`src/rtl/npu_seq_pkg.sv`:
```
// Shared types and widths for the systolic tile sequencer.
package npu_seq_pkg;

  // Sequencer FSM states.
  typedef enum logic [2:0] {
    S_IDLE,
    S_TILE_WAIT,
    S_START,
    S_RUN,
    S_CAPTURE,
    S_RELEASE,
    S_OUT
  } seq_state_t;

  // Width of one signed systolic_array result element.
  localparam int RES_W  = 20;
  // Width of one accumulated / output element.
  localparam int ACC_W  = 32;
  // Width of the skew step index and the row index outputs.
  localparam int STEP_W = 8;

  // Sign-extend one array result element to the accumulator width.
  function automatic logic [ACC_W-1:0] sext_res(input logic [RES_W-1:0] v);
    return {{(ACC_W-RES_W){v[RES_W-1]}}, v};
  endfunction

endpackage

```
`src/rtl/psum_bank.sv`:
```
// SIZE x SIZE bank of ACC_W partial sums. One row is written per cycle,
// either loaded from the sign-extended array result or added to it, and
// the same selected row is always presented on dout.
module psum_bank
  import npu_seq_pkg::*;
#(
  parameter int SIZE  = 8,
  parameter int ROW_W = (SIZE > 1) ? $clog2(SIZE) : 1
) (
  input  logic                       clock,
  input  logic [ROW_W-1:0]           row_sel,
  input  logic                       wr_en,
  input  logic                       load,
  input  logic [SIZE-1:0][RES_W-1:0] din,
  output logic [SIZE-1:0][ACC_W-1:0] dout
);

  logic [SIZE-1:0][ACC_W-1:0] mem [SIZE];

  // Row write: load on the first K-tile, two's-complement add afterwards.
  always_ff @(posedge clock) begin
    if (wr_en) begin
      for (int c = 0; c < SIZE; c++) begin
        if (load) begin
          mem[row_sel][c] <= sext_res(din[c]);
        end else begin
          mem[row_sel][c] <= mem[row_sel][c] + sext_res(din[c]);
        end
      end
    end
  end

  // Combinational read of the selected row.
  always_comb begin
    dout = mem[row_sel];
  end

endmodule

```
`src/rtl/systolic_tile_sequencer.sv`:
```
// Sequences one SIZE x SIZE output tile through the systolic array over a
// number of K-tiles, accumulating partial sums locally because the array
// clears itself each time it returns to IDLE, then streams the final rows.
//
// Handshakes: cmd, tile and out ports all transfer on a cycle where both
// valid and ready are high at the rising clock edge. cmd_ready is high only
// in S_IDLE; tile_ready is a one-cycle pulse in S_TILE_WAIT when tile_valid
// is seen; out_valid holds with out_row/out_row_idx stable until out_ready.
module systolic_tile_sequencer
  import npu_seq_pkg::*;
#(
  parameter int SIZE = 8,
  parameter int WDOG = 3*SIZE+4
) (
  input  logic                             clock,
  input  logic                             reset,
  input  logic                             cmd_valid,
  output logic                             cmd_ready,
  input  logic [7:0]                       cmd_ktiles,
  input  logic                             tile_valid,
  output logic                             tile_ready,
  output logic                             feed_en,
  output logic [STEP_W-1:0]                feed_step,
  output logic                             sa_start,
  output logic                             sa_accumulate,
  input  logic                             sa_done,
  input  logic [SIZE-1:0][SIZE-1:0][RES_W-1:0] sa_result,
  output logic                             out_valid,
  input  logic                             out_ready,
  output logic [SIZE-1:0][ACC_W-1:0]       out_row,
  output logic [STEP_W-1:0]                out_row_idx,
  output logic                             out_last,
  output logic                             busy,
  output logic                             err_cmd,
  output logic                             err_timeout,
  output seq_state_t                       dbg_state
);

  localparam int ROW_W = (SIZE > 1) ? $clog2(SIZE) : 1;
  // Last watchdog count at which the run is still allowed to finish.
  localparam logic [15:0] WD_LIMIT  = 16'(WDOG - 1);
  // feed_en spans watchdog counts 2 .. 3*SIZE-1 (3*SIZE-2 cycles).
  localparam logic [15:0] FEED_LAST = 16'(3*SIZE - 1);
  localparam logic [ROW_W-1:0] ROW_MAX = ROW_W'(SIZE - 1);

  seq_state_t state;
  seq_state_t state_next;

  logic [7:0]       ktiles_q;
  logic [7:0]       tile_cnt;
  logic [15:0]      wd_cnt;
  logic [ROW_W-1:0] row_cnt;
  logic             row_last;
  logic             cmd_fire;
  logic             timeout_hit;
  logic             bank_wr;
  logic [SIZE-1:0][ACC_W-1:0] bank_row;

  assign row_last    = (row_cnt == ROW_MAX);
  assign cmd_fire    = (state == S_IDLE) && cmd_valid;
  // wd_cnt is 0 in S_START and k on the k-th S_RUN cycle, so the run is
  // abandoned on its WDOG-th cycle counted from S_START.
  assign timeout_hit = (state == S_RUN) && !sa_done && (wd_cnt >= WD_LIMIT);

  // State register; reset aborts any run at once.
  always_ff @(posedge clock) begin
    if (reset) begin
      state <= S_IDLE;
    end else begin
      state <= state_next;
    end
  end

  // Next-state and handshake/control outputs.
  always_comb begin
    state_next = state;
    cmd_ready  = 1'b0;
    tile_ready = 1'b0;
    sa_start   = 1'b0;
    out_valid  = 1'b0;
    bank_wr    = 1'b0;
    case (state)
      S_IDLE: begin
        cmd_ready = 1'b1;
        if (cmd_valid && (cmd_ktiles != 8'd0)) begin
          state_next = S_TILE_WAIT;
        end
      end
      S_TILE_WAIT: begin
        if (tile_valid) begin
          tile_ready = 1'b1;
          state_next = S_START;
        end
      end
      S_START: begin
        sa_start   = 1'b1;
        state_next = S_RUN;
      end
      S_RUN: begin
        sa_start = 1'b1;
        if (sa_done) begin
          state_next = S_CAPTURE;
        end else if (timeout_hit) begin
          state_next = S_IDLE;
        end
      end
      S_CAPTURE: begin
        // Array stays in DONE so sa_result is stable while rows are taken.
        sa_start = 1'b1;
        bank_wr  = 1'b1;
        if (row_last) begin
          state_next = S_RELEASE;
        end
      end
      S_RELEASE: begin
        // One low cycle on sa_start returns the array to IDLE and clears it.
        if (tile_cnt == ktiles_q) begin
          state_next = S_OUT;
        end else begin
          state_next = S_TILE_WAIT;
        end
      end
      S_OUT: begin
        out_valid = 1'b1;
        if (out_ready && row_last) begin
          state_next = S_IDLE;
        end
      end
      default: begin
        state_next = S_IDLE;
      end
    endcase
  end

  // Command latch, tile/watchdog/row counters and error flags.
  always_ff @(posedge clock) begin
    if (reset) begin
      ktiles_q    <= 8'd0;
      tile_cnt    <= 8'd0;
      wd_cnt      <= 16'd0;
      row_cnt     <= '0;
      err_cmd     <= 1'b0;
      err_timeout <= 1'b0;
    end else begin
      err_cmd <= cmd_fire && (cmd_ktiles == 8'd0);
      if (cmd_fire) begin
        ktiles_q    <= cmd_ktiles;
        tile_cnt    <= 8'd0;
        err_timeout <= 1'b0;
      end
      if (timeout_hit) begin
        err_timeout <= 1'b1;
      end
      if ((state == S_START) || (state == S_RUN)) begin
        wd_cnt <= wd_cnt + 16'd1;
      end else begin
        wd_cnt <= 16'd0;
      end
      case (state)
        S_RUN: begin
          row_cnt <= '0;
        end
        S_CAPTURE: begin
          if (row_last) begin
            row_cnt  <= '0;
            tile_cnt <= tile_cnt + 8'd1;
          end else begin
            row_cnt <= row_cnt + 1'b1;
          end
        end
        S_RELEASE: begin
          row_cnt <= '0;
        end
        S_OUT: begin
          if (out_ready) begin
            row_cnt <= row_last ? '0 : row_cnt + 1'b1;
          end
        end
        default: begin
        end
      endcase
    end
  end

  psum_bank #(
    .SIZE  (SIZE),
    .ROW_W (ROW_W)
  ) u_psum_bank (
    .clock   (clock),
    .row_sel (row_cnt),
    .wr_en   (bank_wr),
    .load    (tile_cnt == 8'd0),
    .din     (sa_result[row_cnt]),
    .dout    (bank_row)
  );

  // Feeder stepping: wd_cnt==1 is the array LOADING cycle, steps follow.
  assign feed_en       = (state == S_RUN) && (wd_cnt >= 16'd2) && (wd_cnt <= FEED_LAST);
  assign feed_step     = feed_en ? STEP_W'(wd_cnt - 16'd2) : '0;
  assign sa_accumulate = 1'b0;

  // Output row port; held at zero outside S_OUT.
  assign out_row     = out_valid ? bank_row : '0;
  assign out_row_idx = out_valid ? STEP_W'(row_cnt) : '0;
  assign out_last    = out_valid && row_last;

  assign busy      = (state != S_IDLE);
  assign dbg_state = state;

endmodule

```
`config.mk`:
```
export PLATFORM = sky130hd
export DESIGN_NAME = systolic_tile_sequencer
export DESIGN_NICKNAME = d
export VERILOG_FILES = /design/src/rtl/npu_seq_pkg.sv /design/src/rtl/psum_bank.sv /design/src/rtl/systolic_tile_sequencer.sv
export SDC_FILE = /design/constraint.sdc
export NUM_CORES = 2
export LEC_CHECK = 0
export BUFFER_PORTS_ARGS = -buffer_cell sky130_fd_sc_hd__clkbuf_2
export CORE_AREA = 3 3 623 625
export DETAILED_ROUTE_END_ITERATION = 12
export DIE_AREA = 0 0 626 628
export PLACE_DENSITY_LB_ADDON = 0.3
export SYNTH_ARGS = -nofsm -noshare
export SYNTH_HDL_FRONTEND = slang
export SYNTH_SLANG_ARGS = --single-unit
```
`constraint.sdc`:
```
create_clock -name clock -period 20.8 [get_ports clock]
set_clock_uncertainty 0.1 [all_clocks]
set_input_delay 1.04 -clock clock [delete_from_list [all_inputs] [get_ports clock]]
set_output_delay 1.04 -clock clock [all_outputs]
set_load 0.02 [all_outputs]
```
* After elaboration in Yosys (flattened, before gate mapping) *
Memories as Yosys holds them, arrays and structs flattened. A register that Yosys moved wholly into a read port is not among the register bits.
Cells that the tools add are included.

storage, ports and cells
  flip-flop bits (word level) = 40
  latch bits = 0
  bits in writable memories = 2048
  memory bits (read-only) = 0
  input port bits = 1294
  output and inout bits = 285
  word-level logic and storage cells = 113
  memories kept = 1

operators by class
  add/sub/neg operators = 12
  $mul = 0
  div/mod/pow operators = 0
  order comparisons = 4
  equal/unequal tests = 14
  shifts and indexed selects = 0
  multiplexer cells = 43
  bitwise logic cells = 9
  reductions and logical operators = 23

memory list
  memory           words  width  read ports  clocked after memory_dff  wr ports  RTL line         source
  u_psum_bank.mem  8      256    1           1                         1         psum_bank.sv:18  logic [SIZE-1:0][ACC_W-1:0] mem [SIZE];

operators by type and width
  cell                                                                    number
  160-bit binary-select mux with 3-bit select                             1
  32-bit adder                                                            8
  256-bit two-way mux                                                     1
  32-bit two-way mux                                                      8
  160-bit two-way mux                                                     1
  3-bit two-way mux                                                       12
  8-bit two-way mux                                                       4
  3-bit one-hot mux with 7 select lines                                   1
  16-bit by 1-bit adder with 16-bit output, second input constant         1
  16-bit by 2-bit >= comparator with 1-bit output, second input constant  1
  16-bit by 5-bit >= comparator with 1-bit output, second input constant  1
  16-bit by 5-bit <= comparator with 1-bit output, second input constant  1
  8-bit logical NOT                                                       2
  1-bit two-way mux                                                       14
  3-bit equality test, second input constant                              4
  1-bit logical AND                                                       9
  3-bit one-hot mux with 3 select lines                                   1
  8-bit by 1-bit adder with 8-bit output, second input constant           1
  8-bit equality test                                                     1
  2-bit inequality test, second input constant                            4
  1-bit bitwise OR                                                        8
  8-bit nonzero test                                                      1
  8-bit by 2-bit subtractor with 8-bit output, second input constant      1
  3-bit by 2-bit equality test with 1-bit output, second input constant   2
  15 further kinds                                                        17

* Depth between registers and ports, before layout *
  word-level depth = 6
  mapped depth = 19
  gate-level depth less buffers = 16

* Modules after synthesis *
Synthesis repeated with hierarchy kept, for this count alone.

unflattened totals
  cells, all modules = 7688
  area, all modules = 106193.1 um^2

modules (own cells, without submodules)
  module                   instances  cells each  area each (um^2)
  psum_bank                1          6562        92920.4
  systolic_tile_sequencer  1          1126        13272.7

* Worst setup path after synthesis *
No wires, ideal clock.

  kind = register to register
  from = register row_cnt[0]
  to = memory u_psum_bank.mem[2][0] in the netlist's numbering, enable pin
  library setup time = 1.185 ns
  arrival = 18.760 ns
  setup slack = 0.755 ns
  cell stages (with the launch flop) = 8
  period minus slack after synthesis = 20.045 ns
  cell sequence = dfxtp_1 buf_2 clkbuf_1 buf_2 buf_2 clkbuf_1 buf_1 nor3_1

RTL lines
  element                   RTL line                        source
  start: declaration        systolic_tile_sequencer.sv:52   logic [ROW_W-1:0] row_cnt;
  start signal: assignment  systolic_tile_sequencer.sv:168  row_cnt <= row_cnt + 1'b1;
  start signal: assignment  systolic_tile_sequencer.sv:176  row_cnt <= row_last ? '0 : row_cnt + 1'b1;
  end: declaration          psum_bank.sv:18

No word-level cell before the write port.

* Final worst setup path *
  from = register row_cnt[1]
  to = memory u_psum_bank.mem[7][26] in the netlist's numbering (data pin)

on the way
  cells in the longest elaborated chain, start to end = 4

ends and longest elaborated chain
  element                                        RTL line                        source
  160-bit binary-select mux with 3-bit select *  systolic_tile_sequencer.sv:193  .din (sa_result[row_cnt]),
  160-bit two-way mux (not written as such) *    systolic_tile_sequencer.sv:193
  32-bit adder                                   psum_bank.sv:27                 mem[row_sel][c] <= mem[row_sel][c] + sext_res(din[c]);
  32-bit two-way mux (no line) *                 -

Mark *: on every way between the ends. The rest lies on a longest branch, timed or not. The select of a mux whose other input is x is not followed.

==> flow_summary.yaml <==
run_status:
  run_status: "completed"
setup_path:
  critPathRequiredTime_ns: 21.28
  critPathArrivalTime_ns: 9.45
  cp.buffers_inverters: 3
  critical_path.startpoint_type: "flip-flop"
  crit_path_end_kind: "flip-flop"
  cp_max_fo: 25
  number_of_stages_on_the_worst_setup_path: 18
  reg2regPathDepth: 18
  regToRegSetupSlack_ns: 11.83
  reg2reg_to: "u_psum_bank.mem[7][26]$_DFFE_PP_"
  timing.critical_path.cells: "inv_4 > nand2_1 > nor2_4 > buf_4 > buf_4 > a22oi_1 > nand3_1 > ha_1 > fa_1 > a21oi_1 > o21ai_0 > a31oi_1 > o31ai_1 > nand4_1 > a221oi_1 > nor2_1 > xor2_1 > o21ai_0"
  criticalPathCategory: "flip-flop to flip-flop"
  cp_slowest_cell: "sky130_fd_sc_hd__nor2_4"
  crit-reg2reg-launch: "row_cnt[1]$_SDFFE_PP0P_"
  max_stage_delay_ns: 0.95
  timing.critical_path.max_delay_family: "compound AO/OA/AOI/OAI gates"
routing:
  drt_wl_total_um: 647000
  starting_drc_count_in_detailed_routing: 11100
  ant_nets: 0
  average_detailed_routed_wire_length_per_instance_um: 46.5
  drc_errors: 0
  vias_per_cell: 5.67
  vias: 79000
  detail_route.first_pass.iterations: 8
sta:
  grt_setup_unrepaired: "false"
  final_period_minus_worst_setup_slack_ns: 8.97
  final.period_utilization_pct: 43.1
  report.final.slew_viol_count: 0
  timing_hold_violations_final: 0
  finalSetupViolCount: 0
  timing.fmax_mhz: 112
  setup_total_negative_slack_ns: 0
  worstMarginPinSlew_ns: 1.39
  timing.hold.ws_ns: 0.260
  timing.slew.headroom_pct: 7.28
clock_network:
  clock_tree_from_tritoncts: "built"
  clock_tree.root_cell: "sky130_fd_sc_hd__clkbuf_16"
  clock_latency_ns: 0.94
  maximum_clock_path_buffer_count: 4
  ctsHtreeMaxLevel: 4
  cts_setup_buffers: 0
  postCtsResizedCells: 0
  total_clock_buffers_created_by_cts: 231
  clock_sinks: 2091
  cts.hold.buffers_added: 0
  clk_pin_slew_worst_paths_ns: 0.06
global_routing:
  antenna_violations_before_repair: 282
  via_count_of_the_first_global_routing_pass: 74500
  grt_overflow: 0
  largest_net_degree_at_the_start_of_global_routing: 122
  grt_pass1_wl_um: 807000
  grt_use_total_pct: 31.8
die:
  fp.coreArea_sq_um: 383000
  rows: 227
  start_util_pct: 27.1
  pin_count: 1579
  die_area_sq_um: 393000
  floorplan.die.width_um: 626
  chipHeight_um: 628
hold_path:
  hold_end: "ktiles_q[0]$_SDFFE_PP0P_"
  classification_of_the_worst_slack_hold_path: "input port to flip-flop"
  holdPathStages: 3
  timing.hold.worst.start: "cmd_ktiles[0]"
placed_design:
  io_buffer_count: 1572
  numPlacedInstances: 13200
  weighted_congestion_reported_at_the_end_of_routability_driven_placement: 1.05
  place.detailed.hpwl_um: 509000
power_and_ir_drop:
  worst_ir_drop_vdd_uv: 73.5
  total_power_per_unit_cell_area_nw_per_um2: 83.6
  p_leak_nw: 43.7
synth:
  synth.avg_cell_area_sq_um: 15.0
  ys_ff_latch: 2091
  postSynthCellCount: 6894
  post_synthesis_cell_area_sq_um: 104000
  count_of_cell_types_in_the_netlist: 89
  number_of_synthesized_flops_with_an_enable_pin: 2048
  yosysWarningCount: 0
  synthFlopType: "sky130_fd_sc_hd__edfxtp_1"
  synth_seq_area_share_pct: 60.1
  synth_async_sr_flop_share_pct: 0
job:
  max-cap-violations: 0
layout:
  layout-drive-gt1-share_pct: 35.5
  nNetsFinal: 9975
  synthToLayoutAreaGrowth_pct: 21.8
  layout.cells.non_filler: 13900
[layout make-up]
type	instances	area, sq um
sequential	2091	62400
fill	37500	256000
inverter	70	280
multi-input combinational	4304	39700
tap	5038	6300
clock inverter	155	1810
clock buffer	269	6010
timing repair buffer	1719	9180
antenna	269	673
[tightest hold or removal path, stage by stage]
cell	delay [ns]
sky130_fd_sc_hd__clkbuf_2	0.10
sky130_fd_sc_hd__nand2_1	0.05
sky130_fd_sc_hd__a21oi_1	0.05
[placed cells by master (no fill, tap or decap), types with 37 or more instances in the layout]
master / count
sky130_fd_sc_hd__inv_1: 66
sky130_fd_sc_hd__edfxtp_1: 2048
sky130_fd_sc_hd__xor2_1: 114
sky130_fd_sc_hd__diode_2: 269
sky130_fd_sc_hd__xnor2_1: 123
sky130_fd_sc_hd__a21o_1: 123
sky130_fd_sc_hd__nor2_1: 340
sky130_fd_sc_hd__o21ai_0: 296
sky130_fd_sc_hd__a21oi_1: 365
sky130_fd_sc_hd__nor3_1: 40
sky130_fd_sc_hd__a221oi_1: 166
sky130_fd_sc_hd__clkinv_1: 46
sky130_fd_sc_hd__nand3_1: 106
sky130_fd_sc_hd__and2_1: 263
sky130_fd_sc_hd__nand4_1: 43
sky130_fd_sc_hd__buf_4: 130
sky130_fd_sc_hd__ha_1: 256
sky130_fd_sc_hd__dfxtp_1: 37
sky130_fd_sc_hd__a22oi_1: 168
sky130_fd_sc_hd__clkbuf_2: 1572
sky130_fd_sc_hd__clkinv_2: 43
sky130_fd_sc_hd__nor2b_1: 37
sky130_fd_sc_hd__mux4_2: 579
sky130_fd_sc_hd__mux2i_1: 89
sky130_fd_sc_hd__nand2_1: 324
sky130_fd_sc_hd__clkbuf_16: 234
sky130_fd_sc_hd__mux2_2: 329
[state kept, by name (all words and copies together), names as in the netlist, named ones only]
signal / count
tile_cnt: 8
dbg_state: 3
err_timeout: 1
u_psum_bank.mem: 2048
wd_cnt: 16
ktiles_q: 8
err_cmd: 1
row_cnt: 3
[worst max path at each step]
stage                             from                                end  slack, ns
3_5_place_dp   row_cnt[1]$_SDFFE_PP0P_   u_psum_bank.mem[4][26]$_DFFE_PP_      11.89
5_1_grt                      flip-flop  u_psum_bank.mem[1][120]$_DFFE_PP_      11.66
4_1_cts        row_cnt[1]$_SDFFE_PP0P_   u_psum_bank.mem[0][26]$_DFFE_PP_      11.85
2_1_floorplan  row_cnt[0]$_SDFFE_PP0P_    u_psum_bank.mem[2][0]$_DFFE_PP_       0.76
6_report       row_cnt[1]$_SDFFE_PP0P_   u_psum_bank.mem[7][26]$_DFFE_PP_      11.83
3_3_place_gp   row_cnt[1]$_SDFFE_PP0P_   u_psum_bank.mem[0][26]$_DFFE_PP_      12.11
[per-stage QoR]
stage | utilization, % | cell area [sq um] | worst slack [ns] | power (mW)
after detailed placement | 30.8 | 118000 | 11.89 | 6.33
after global placement | 30.8 | 118000 | 12.11 | 6.32
after global routing | 32.9 | 126000 | 11.66 | 10.8
after CTS | 32.8 | 126000 | 11.85 | 10.6
final | 33.0 | 126000 | 11.83 | 10.6
after floorplan | - | 104000 | 0.755 | 5.59
[report_power, final]
part	switching (mW)	internal [mW]	total, mW	leakage, nW
Sequential	0.0176	4.70	4.72	18.8
Combinational	1.04	0.502	1.54	21.1
Clock	1.81	2.49	4.30	3.80
Total	2.87	7.69	10.6	43.7
[routing by layer]
metal / GRT usage [%] / wire, um / vias up
li1: - / - / 31200
met1: 38.9 / 243000 / 41700
met2: 48.2 / 290000 / 4826
met3: 9.00 / 61700 / 1114
met4: 22.8 / 51000 / 94
met5: 0 / 631 / -
[synthesized netlist by cell type, drive strengths merged, types with 8 or more instances]
library cell	count	area, sq um
a21boi	9	67.6
mux2	329	3700
nand2b	19	119
nor2	352	1320
a221o	11	110
inv	69	259
a22o	33	289
edfxtp	2048	61500
xnor2	123	1080
nor3	48	240
nand3b	8	60.1
a2111oi	10	114
nor4	12	75.1
a22oi	168	1260
clkbuf	329	1230
dfxtp	43	861
o21ai	314	1580
o2111ai	9	78.8
a221oi	172	1510
mux4	579	13000
nor2b	39	244
xor2	114	998
o221ai	10	87.6
and3	38	238
nand2	325	1220
ha	256	3200
or3	18	113
o21a	27	203
a21oi	366	1840
and2	266	1660
mux2i	90	901
or2	11	68.8
nand4	43	269
o31ai	30	244
nand3	107	541
fa	8	160
o22ai	30	188
a21o	123	923
a211oi	30	225
o211ai	24	180
buf	105	475
o21bai	32	240
a31oi	25	156
[cells by family (layout without fill, tap and decap cells)]
kind of cell / count (synthesis) / count (layout) / synth area share [%]
AO/OA/AOI/OAI: 1492 / 1492 / 9.59
XOR/XNOR: 237 / 237 / 2.00
adder cells (fa/ha/maj): 264 / 264 / 3.24
buffers and inverters: 504 / 2213 / 1.90
flip-flops: 2091 / 2091 / 60.1
multiplexers: 998 / 998 / 17.0
other: 1 / 275 / 0.00362
AND/OR/NAND/NOR: 1307 / 1307 / 6.12
(Power assumes the default switching activity.)
